`config.mk`:
```
export PLATFORM = sky130hd
export DESIGN_NAME = multi_word_detector
export DESIGN_NICKNAME = d
export VERILOG_FILES = /design/src/rtl/multi_word_detector.sv
export SDC_FILE = /design/constraint.sdc
export NUM_CORES = 1
export LEC_CHECK = 0
export ABC_AREA = 1
export ABC_CLOCK_PERIOD_IN_PS = 5500
export CAP_MARGIN = 20
export CORE_ASPECT_RATIO = 1.1
export CORE_MARGIN = 2
export CORE_UTILIZATION = 60
export DETAILED_ROUTE_END_ITERATION = 8
export PLACE_DENSITY = 0.82
export SKIP_LAST_GASP = 1
export SYNTH_ARGS = -nofsm -noshare
export SYNTH_HDL_FRONTEND = slang
export SYNTH_SLANG_ARGS = --single-unit
```
`constraint.sdc`:
```
create_clock -name clock_i -period 5.5 [get_ports clock_i]
set_input_delay 1.1 -clock clock_i [delete_from_list [all_inputs] [get_ports clock_i]]
set_output_delay 1.1 -clock clock_i [all_outputs]
set_load 0.02 [all_outputs]
```
`src/rtl/multi_word_detector.sv`:
```
// Streaming matcher for up to NUM_WORDS programmable patterns of up to MAX_LEN characters.
// Emits a registered one-cycle found pulse per word and keeps a saturating match count.
module multi_word_detector #(
   parameter int unsigned NUM_WORDS = 3,
   parameter int unsigned MAX_LEN   = 8,
   parameter int unsigned CHAR_W    = 8,
   parameter int unsigned CNT_W     = 16,
   localparam int unsigned WordW    = (NUM_WORDS > 1) ? $clog2(NUM_WORDS) : 1,
   localparam int unsigned IdxW     = (MAX_LEN > 1) ? $clog2(MAX_LEN) : 1,
   localparam int unsigned LenW     = $clog2(MAX_LEN + 1)
) (
   input  logic                 clock_i,
   input  logic                 reset_i,
   input  logic [CHAR_W-1:0]    x_i,
   input  logic                 x_valid_i,
   input  logic                 load_en_i,
   input  logic                 len_en_i,
   input  logic [WordW-1:0]     load_word_i,
   input  logic [IdxW-1:0]      load_idx_i,
   input  logic [CHAR_W-1:0]    load_char_i,
   input  logic [LenW-1:0]      len_val_i,
   output logic [NUM_WORDS-1:0] wfound_o,
   output logic                 end_c_o,
   output logic [CNT_W-1:0]     match_count_o
);

   localparam int unsigned SumW = CNT_W + $clog2(NUM_WORDS + 1);
   localparam logic [SumW-1:0] CntMax = SumW'({CNT_W{1'b1}});

   logic [CHAR_W-1:0]    pat_q  [NUM_WORDS][MAX_LEN];
   logic [LenW-1:0]      len_q  [NUM_WORDS];
   logic [LenW-1:0]      len_d  [NUM_WORDS];
   logic [IdxW-1:0]      prog_q [NUM_WORDS];
   logic [IdxW-1:0]      prog_d [NUM_WORDS];
   logic [NUM_WORDS-1:0] wfound_q, wfound_d;
   logic [CNT_W-1:0]     match_count_q, match_count_d;

   logic                 cfg_write;
   logic                 word_ok, idx_ok;
   logic [SumW-1:0]      sum;

   assign cfg_write = load_en_i | len_en_i;
   assign word_ok   = int'(load_word_i) < int'(NUM_WORDS);
   assign idx_ok    = int'(load_idx_i) < int'(MAX_LEN);

   // Pattern RAM deliberately has no reset.
   always_ff @(posedge clock_i) begin
      if (load_en_i && word_ok && idx_ok) begin
         pat_q[load_word_i][load_idx_i] <= load_char_i;
      end
   end

   always_comb begin
      for (int k = 0; k < NUM_WORDS; k++) begin
         len_d[k]    = len_q[k];
         prog_d[k]   = prog_q[k];
         wfound_d[k] = 1'b0;
         if (len_en_i && word_ok && (int'(load_word_i) == k)) begin
            len_d[k] = len_val_i;
         end
         if (cfg_write) begin
            prog_d[k] = '0;
         end else if (x_valid_i && (len_q[k] != '0) && (int'(len_q[k]) <= int'(MAX_LEN))) begin
            if (x_i == pat_q[k][prog_q[k]]) begin
               if (int'(prog_q[k]) == int'(len_q[k]) - 1) begin
                  wfound_d[k] = 1'b1;
                  prog_d[k]   = '0;
               end else begin
                  prog_d[k] = prog_q[k] + IdxW'(1);
               end
            end else if (x_i == pat_q[k][0]) begin
               // Restart only on the first character; no prefix-function fallback.
               if (len_q[k] == LenW'(1)) begin
                  wfound_d[k] = 1'b1;
                  prog_d[k]   = '0;
               end else begin
                  prog_d[k] = IdxW'(1);
               end
            end else begin
               prog_d[k] = '0;
            end
         end
      end
   end

   always_comb begin
      sum = SumW'(match_count_q);
      for (int k = 0; k < NUM_WORDS; k++) begin
         sum = sum + SumW'(wfound_d[k]);
      end
      match_count_d = (sum > CntMax) ? {CNT_W{1'b1}} : sum[CNT_W-1:0];
   end

   always_ff @(posedge clock_i) begin
      if (reset_i) begin
         wfound_q      <= '0;
         match_count_q <= '0;
         for (int k = 0; k < NUM_WORDS; k++) begin
            len_q[k]  <= '0;
            prog_q[k] <= '0;
         end
      end else begin
         wfound_q      <= wfound_d;
         match_count_q <= match_count_d;
         for (int k = 0; k < NUM_WORDS; k++) begin
            len_q[k]  <= len_d[k];
            prog_q[k] <= prog_d[k];
         end
      end
   end

   assign wfound_o      = wfound_q;
   assign end_c_o       = |wfound_q;
   assign match_count_o = match_count_q;

endmodule
```
==> impl_metrics.json, run 1 <==
{
  "status": "completed",
  "drt-initial-drc-count": 867,
  "p_sw_share_pct": 21.0,
  "worstPathMaxFanout": 7,
  "hpwl_um": 19400,
  "vias_per_cell": 5.59,
  "ys_seq_elements": 232,
  "power.density_nw_per_um2": 292,
  "syn_area_per_cell_um2": 9.16,
  "pre_cts_ws_ps": 175,
  "yosysSeqAreaShare_pct": 58.5,
  "ys_top_cells_by_area": "edfxtp_1 (51%), nand2_1 (14%), nand3_1 (7.4%), dfxtp_1 (7.1%), inv_1 (5.4%)",
  "hold_viol_final": 0,
  "rsz0062_at_grt": "no",
  "final_max_slew_viol_count": 0,
  "cts_resized": 0,
  "slew_headroom_pct": 26.4,
  "period_needed_ps": 4860,
  "drt_wl_total_um": 28200,
  "cts_buffer_depth": 3,
  "ys_types": 35,
  "core_um2": 18300,
  "clkPwrFrac_pct": 42.7,
  "ant_nets": 0,
  "wl_per_cell_um": 18.5,
  "track_usage_pct": 28.9,
  "dr.max_layer_used": "met4",
  "ios": 50,
  "diodes": 0,
  "cts_setup_buffers": 0,
  "ir_worst_vdd_mv": 0.300,
  "clkTransAtPathRegs_ps": 60,
  "fmax_mhz": 206,
  "die_y_um": 147,
  "synth_fp_nets": 1269,
  "power_frac_comb_pct": 4.6,
  "period_share_pct": 88.4,
  "drc": 0,
  "first_pass_iters": 5,
  "p_switching_mw": 0.766,
  "overflow": 0,
  "synth_top_cell_area_share_pct": 51.3,
  "clock_skew_ps": 19.5,
  "leakagePower_nw": 5.14,
  "finalWorstSetupSlack_ps": 639,
  "final_area_um2": 12500,
  "synthArstFlopShare_pct": 0,
  "layout-drive-gt1-share_pct": 5.45,
  "drv_cap": 0,
  "grt_max_degree": 34,
  "p_seq_share_pct": 52.8,
  "cts_root_buf": "clkbuf_16",
  "portBuffers": 49,
  "vias": 8535,
  "grt_pass1_wl_um": 43700,
  "wl_met1_um": 10800,
  "yosysMostFrequentCell": "nand2_1",
  "clock_latency_ps": 520,
  "worstPathArrival_ps": 5240,
  "finalWeightedCongestion": 1.02,
  "h-tree-depth": 1,
  "required_ps": 5880,
  "die_area_um2": 19800,
  "num_rows": 52,
  "placedCellCount": 1483,
  "ys_top_cells_by_count": "nand2_1 (406), edfxtp_1 (192), nand3_1 (165)",
  "die_w_um": 134,
  "yosysWarnings": 0,
  "antenna_found_initial": 0,
  "synth-edff-count": 192,
  "hold_path.class": "reg2reg",
  "instances_no_fill": 1527,
  "wl_met3_um": 2160,
  "met2WireLength_um": 14100,
  "end_kind": "flip-flop",
  "syn_to_final_growth_pct": 11.7,
  "critical_path_class": "in2reg",
  "placed_area_um2": 11800,
  "total_power_mw": 3.65,
  "ys.flop_type": "edfxtp_1",
  "tns_ps": 0,
  "postCtsHoldBufs": 0,
  "netlist_area_um2": 11200,
  "grt_pass1_vias": 8127,
  "nets": 1310,
  "numCtsBuffers": 24,
  "netlist_instances": 1226,
  "initial_utilization_pct": 61.2,
  "cts_tree": "yes",
  "setup_viol": 0,
  "synth.largest_area_cell": "edfxtp_1",
  "p_int_mw": 2.89,
  "numClockSinks": 232,
  "worst_slew_pin_slew_ps": 1100,
  "cp-start-kind": "input port"
}
==> metrics by stage <==
step / hold slack, ps / utilization [%]
4_1_cts: 505 / 68.3
2_1_floorplan: 476 / -
5_1_grt: 527 / 68.3
3_3_place_gp: 488 / 64.1
3_5_place_dp: 495 / 64.1
6_report: 505 / 68.3
==> placed cells by master, fill, tap and decap left out, types with 4 or more instances in the layout <==
master           count
nor3_1               5
nand4_1             11
ha_1                11
clkbuf_1             5
nand3_1            165
clkbuf_8             4
xnor2_1             20
o21ai_0             14
clkbuf_16           26
nor3_2               4
dfxtp_1             40
buf_4                9
nor2_2               6
xor2_1              17
nand2_1            406
edfxtp_1           192
clkdlybuf4s50_1     49
clkinv_1             4
nor2_1              64
inv_1              161
a21oi_1             36
==> worst max-delay path, stage by stage <==
cell and delay, ps:
clkdlybuf4s50_1 730, inv_1 240, nand2_1 100, nand3_1 90, nor4_1 440, nand3_1 130, nand2_1 100, nand2_1 80
nor2_1 170, fa_1 200, ha_1 160, inv_1 50, fa_1 400, nor2_1 150, nand2_1 100, nor3_2 180
nand4_1 140, or2_2 320, o21ai_0 150, nand2_1 60, nor2_1 80, nor2_1 40
==> routing by layer <==
layer	up-vias	GRT usage (%)
met5	-	0
met4	0	11.6
met3	65	4.32
met2	426	49.7
met1	3986	36.8
li1	4058	-
==> flip-flops by register name (all words and copies together) (netlist names) <==
register	cells
prog_q	9
match_count_o	16
len_q	12
wfound_o	3
pat_q	192
==> path summary, 6_finish.rpt <==
path | slack [ps] | end | cells after the start | from
worst max-delay path | 640 | match_count_o[14]$_SDFF_PP0_ | 22 | x_i[7]
worst min-delay path | 500 | match_count_o[12]$_SDFF_PP0_ | 2 | match_count_o[12]$_SDFF_PP0_
worst max register to register | 670 | match_count_o[14]$_SDFF_PP0_ | 24 | prog_q[0][2]$_SDFFE_PP0N_
worst min register to register | 500 | match_count_o[12]$_SDFF_PP0_ | 2 | match_count_o[12]$_SDFF_PP0_
==> final cells by class <==
type,count,area [µm²]
clock inverters,7,40.0
fillers,1367,5810
flip-flops and latches,232,6570
clock buffers,36,729
multi-input cells,779,3650
inverters,170,651
repair buffers,60,593
well taps,243,304
==> kinds of logic after synthesis <==
| logic type | count (synthesis) | share of synthesized area, % |
|---|---|---|
| AOI/OAI and AO/OA | 58 | 2.71 |
| xor gates and xnor gates | 37 | 2.89 |
| adders and majority gates | 13 | 1.58 |
| buffers and inverters | 215 | 8.97 |
| DFF | 232 | 58.5 |
| and+or+nand+nor | 671 | 25.4 |
==> power groups by stage <==
stage	Combinational, mW	Clock (mW)	Sequential [mW]
after floorplan	0.0888	0	1.96
after global placement	0.159	0	1.96
after detailed placement	0.163	0	1.97
after CTS	0.165	1.57	1.93
after global routing	0.183	1.64	1.93
final	0.167	1.56	1.93
Note: power is estimated with default switching activity, not from simulation.
==> inputs of run 2 (changes only) <==
--- a/config.mk
+++ b/config.mk
@@ -12,8 +12,10 @@
 export CORE_MARGIN = 2
 export CORE_UTILIZATION = 60
 export DETAILED_ROUTE_END_ITERATION = 8
+export MAX_ROUTING_LAYER = met4
 export PLACE_DENSITY = 0.82
 export SKIP_LAST_GASP = 1
+export SLEW_MARGIN = 20
 export SYNTH_ARGS = -nofsm -noshare
 export SYNTH_HDL_FRONTEND = slang
 export SYNTH_SLANG_ARGS = --single-unit
==> impl_metrics.json, run 2 (synthesized netlist as in run 1, its figures left out) <==
{
  "track_usage_pct": 29.3,
  "ant_nets": 0,
  "initial_utilization_pct": 61.2,
  "cts_resized": 0,
  "regMostFlops": "pat_q",
  "total_power_mw": 3.72,
  "cp-start-kind": "input port",
  "syn_to_final_growth_pct": 11.8,
  "p_switching_mw": 0.777,
  "drc": 0,
  "fin_util_pct": 68.4,
  "rsz0062_at_grt": "no",
  "drt_wl_total_um": 27600,
  "h-tree-depth": 1,
  "antenna_found_initial": 0,
  "period_needed_ps": 4760,
  "whs_path_depth": 2,
  "ios": 50,
  "leakagePower_nw": 5.15,
  "layout-drive-gt1-share_pct": 5.45,
  "power_frac_comb_pct": 4.5,
  "hold_viol_final": 0,
  "grt_pass1_wl_um": 43300,
  "die_y_um": 147,
  "instances_no_fill": 1529,
  "clkPwrFrac_pct": 43.7,
  "slew_headroom_pct": 24.2,
  "worst_slew_pin_slew_ps": 1130,
  "final_max_slew_viol_count": 0,
  "wl_per_cell_um": 18.1,
  "cts_root_buf": "clkbuf_16",
  "rr_startpoint": "prog_q[0][2]$_SDFFE_PP0N_",
  "largest_register_ffs": 192,
  "cts_tree": "yes",
  "drv_cap": 0,
  "hp-start": "match_count_o[12]$_SDFF_PP0_",
  "slowest_stage": "clkdlybuf4s50_1",
  "placedCellCount": 1485,
  "r2r_slack_ps": 770,
  "worstPathMaxFanout": 7,
  "fill_cells": 1388,
  "required_ps": 5880,
  "p_seq_share_pct": 51.8,
  "postCtsHoldBufs": 0,
  "r2r-end": "match_count_o[14]$_SDFF_PP0_",
  "finalWorstSetupSlack_ps": 741,
  "finalWeightedCongestion": 0.969,
  "vias_per_cell": 5.53,
  "fmax_mhz": 210,
  "clkTransAtPathRegs_ps": 60,
  "tns_ps": 0,
  "cts_setup_buffers": 0,
  "p_sw_share_pct": 20.9,
  "portBuffers": 49,
  "pre_cts_ws_ps": 191,
  "hold_path.class": "reg2reg",
  "ir_worst_vdd_mv": 0.338,
  "period_share_pct": 86.5,
  "status": "completed",
  "numCtsBuffers": 24,
  "cts_buffer_depth": 3,
  "hpwl_um": 18900,
  "drt-initial-drc-count": 748,
  "path_common_cell": "nand2_1",
  "clock_latency_ps": 520,
  "num_rows": 52,
  "reg2regPathDepth": 22,
  "critical_path_class": "in2reg",
  "die_area_um2": 19800,
  "power.density_nw_per_um2": 296,
  "first_pass_iters": 5,
  "worstHoldEndpoint": "match_count_o[12]$_SDFF_PP0_",
  "overflow": 0,
  "grt_max_degree": 34,
  "setup_viol": 0,
  "p_int_mw": 2.94,
  "nets": 1311,
  "die_w_um": 134,
  "core_um2": 18300,
  "worstPathArrival_ps": 5130,
  "end_kind": "flip-flop",
  "numClockSinks": 232,
  "grt_pass1_vias": 8231,
  "worstPathCellList": "clkdlybuf4s50_1 -> inv_1 -> nand2_1 -> nand3_1 -> nor4_1 -> nand3_1 -> nand2_1 -> nand2_1 -> nor2_1 -> fa_1 -> ha_1 -> inv_1 -> fa_1 -> nor2_1 -> nand2_1 -> nor3_2 -> nand4_1 -> or2_2 -> o21ai_0 -> nand2_1 -> nor2_1 -> nor2_1",
  "clock_skew_ps": 16.8,
  "cpPeakStageDelay_ps": 710,
  "final_cell_mix": "nand2_1 (406), edfxtp_1 (192), nand3_1 (165)",
  "final_common_cell": "nand2_1",
  "vias": 8455
}
==> run 2: changes by cell type in the layout (fill, tap and decap cells not counted), sizes merged <==
cell           before  now
clkdlybuf4s50      49   48
clkbuf             36   29
clkinvlp            3    2
bufinv              0    3
clkinv              6   11
buf                11   13
diode               0    1
==> run 2: power by group through the flow <==
stage	clock network, mW	registers [mW]	logic [mW]
after floorplan	0	1.96	0.0888
after global placement	0	1.96	0.160
after detailed placement	0	1.97	0.163
after CTS	1.63	1.93	0.165
after global routing	1.70	1.93	0.183
final	1.62	1.93	0.166
==> run 2: metrics by stage <==
step | cell area, µm² | hold slack [ps]
3_5_place_dp | 11800 | 507
4_1_cts | 12600 | 529
5_1_grt | 12600 | 561
6_report | 12600 | 534
3_3_place_gp | 11800 | 488
2_1_floorplan | 11200 | 476
==> run 2: metal layers <==
metal | up-vias | track usage [%] | part of all wire, %
met5 | - | - | 0
met4 | 0 | 10.5 | 3.2
met3 | 61 | 2.98 | 7.8
met2 | 376 | 48.0 | 49
met1 | 3959 | 38.4 | 40
li1 | 4059 | - | -
==> run 2: worst max-delay path by stage <==
| stage | startpoint | end | slack (ps) | cells past startpoint |
|---|---|---|---|---|
| after floorplan | x_i[1] | match_count_o[14]$_SDFF_PP0_ | 1210 | 21 |
| after global placement | x_i[7] | match_count_o[14]$_SDFF_PP0_ | 280 | 21 |
| after detailed placement | x_i[7] | match_count_o[14]$_SDFF_PP0_ | 190 | 22 |
| after CTS | x_i[7] | match_count_o[14]$_SDFF_PP0_ | 720 | 22 |
| after global routing | prog_q[0][0]$_SDFFE_PP0N_ | match_count_o[14]$_SDFF_PP0_ | 290 | 26 |
| final | x_i[7] | match_count_o[14]$_SDFF_PP0_ | 740 | 22 |
==> run 2: final cells by class <==
cell class	instances	area (µm²)	share of cell area, %
clock inverter	14	148	1.18
inverter	170	651	5.18
multi-input combinational	779	3650	29.1
clock buffer	29	641	5.10
antenna	1	2.50	0.0199
timing repair buffer	61	588	4.68
tap	243	304	2.42
sequential	232	6570	52.3
==> run 2: critical path, delay by kind of cell <==
kind	cells	cell delay, ps
simple gates	15	2160
compound gates	1	150
buf+inv	3	980
fa+ha+maj	3	750
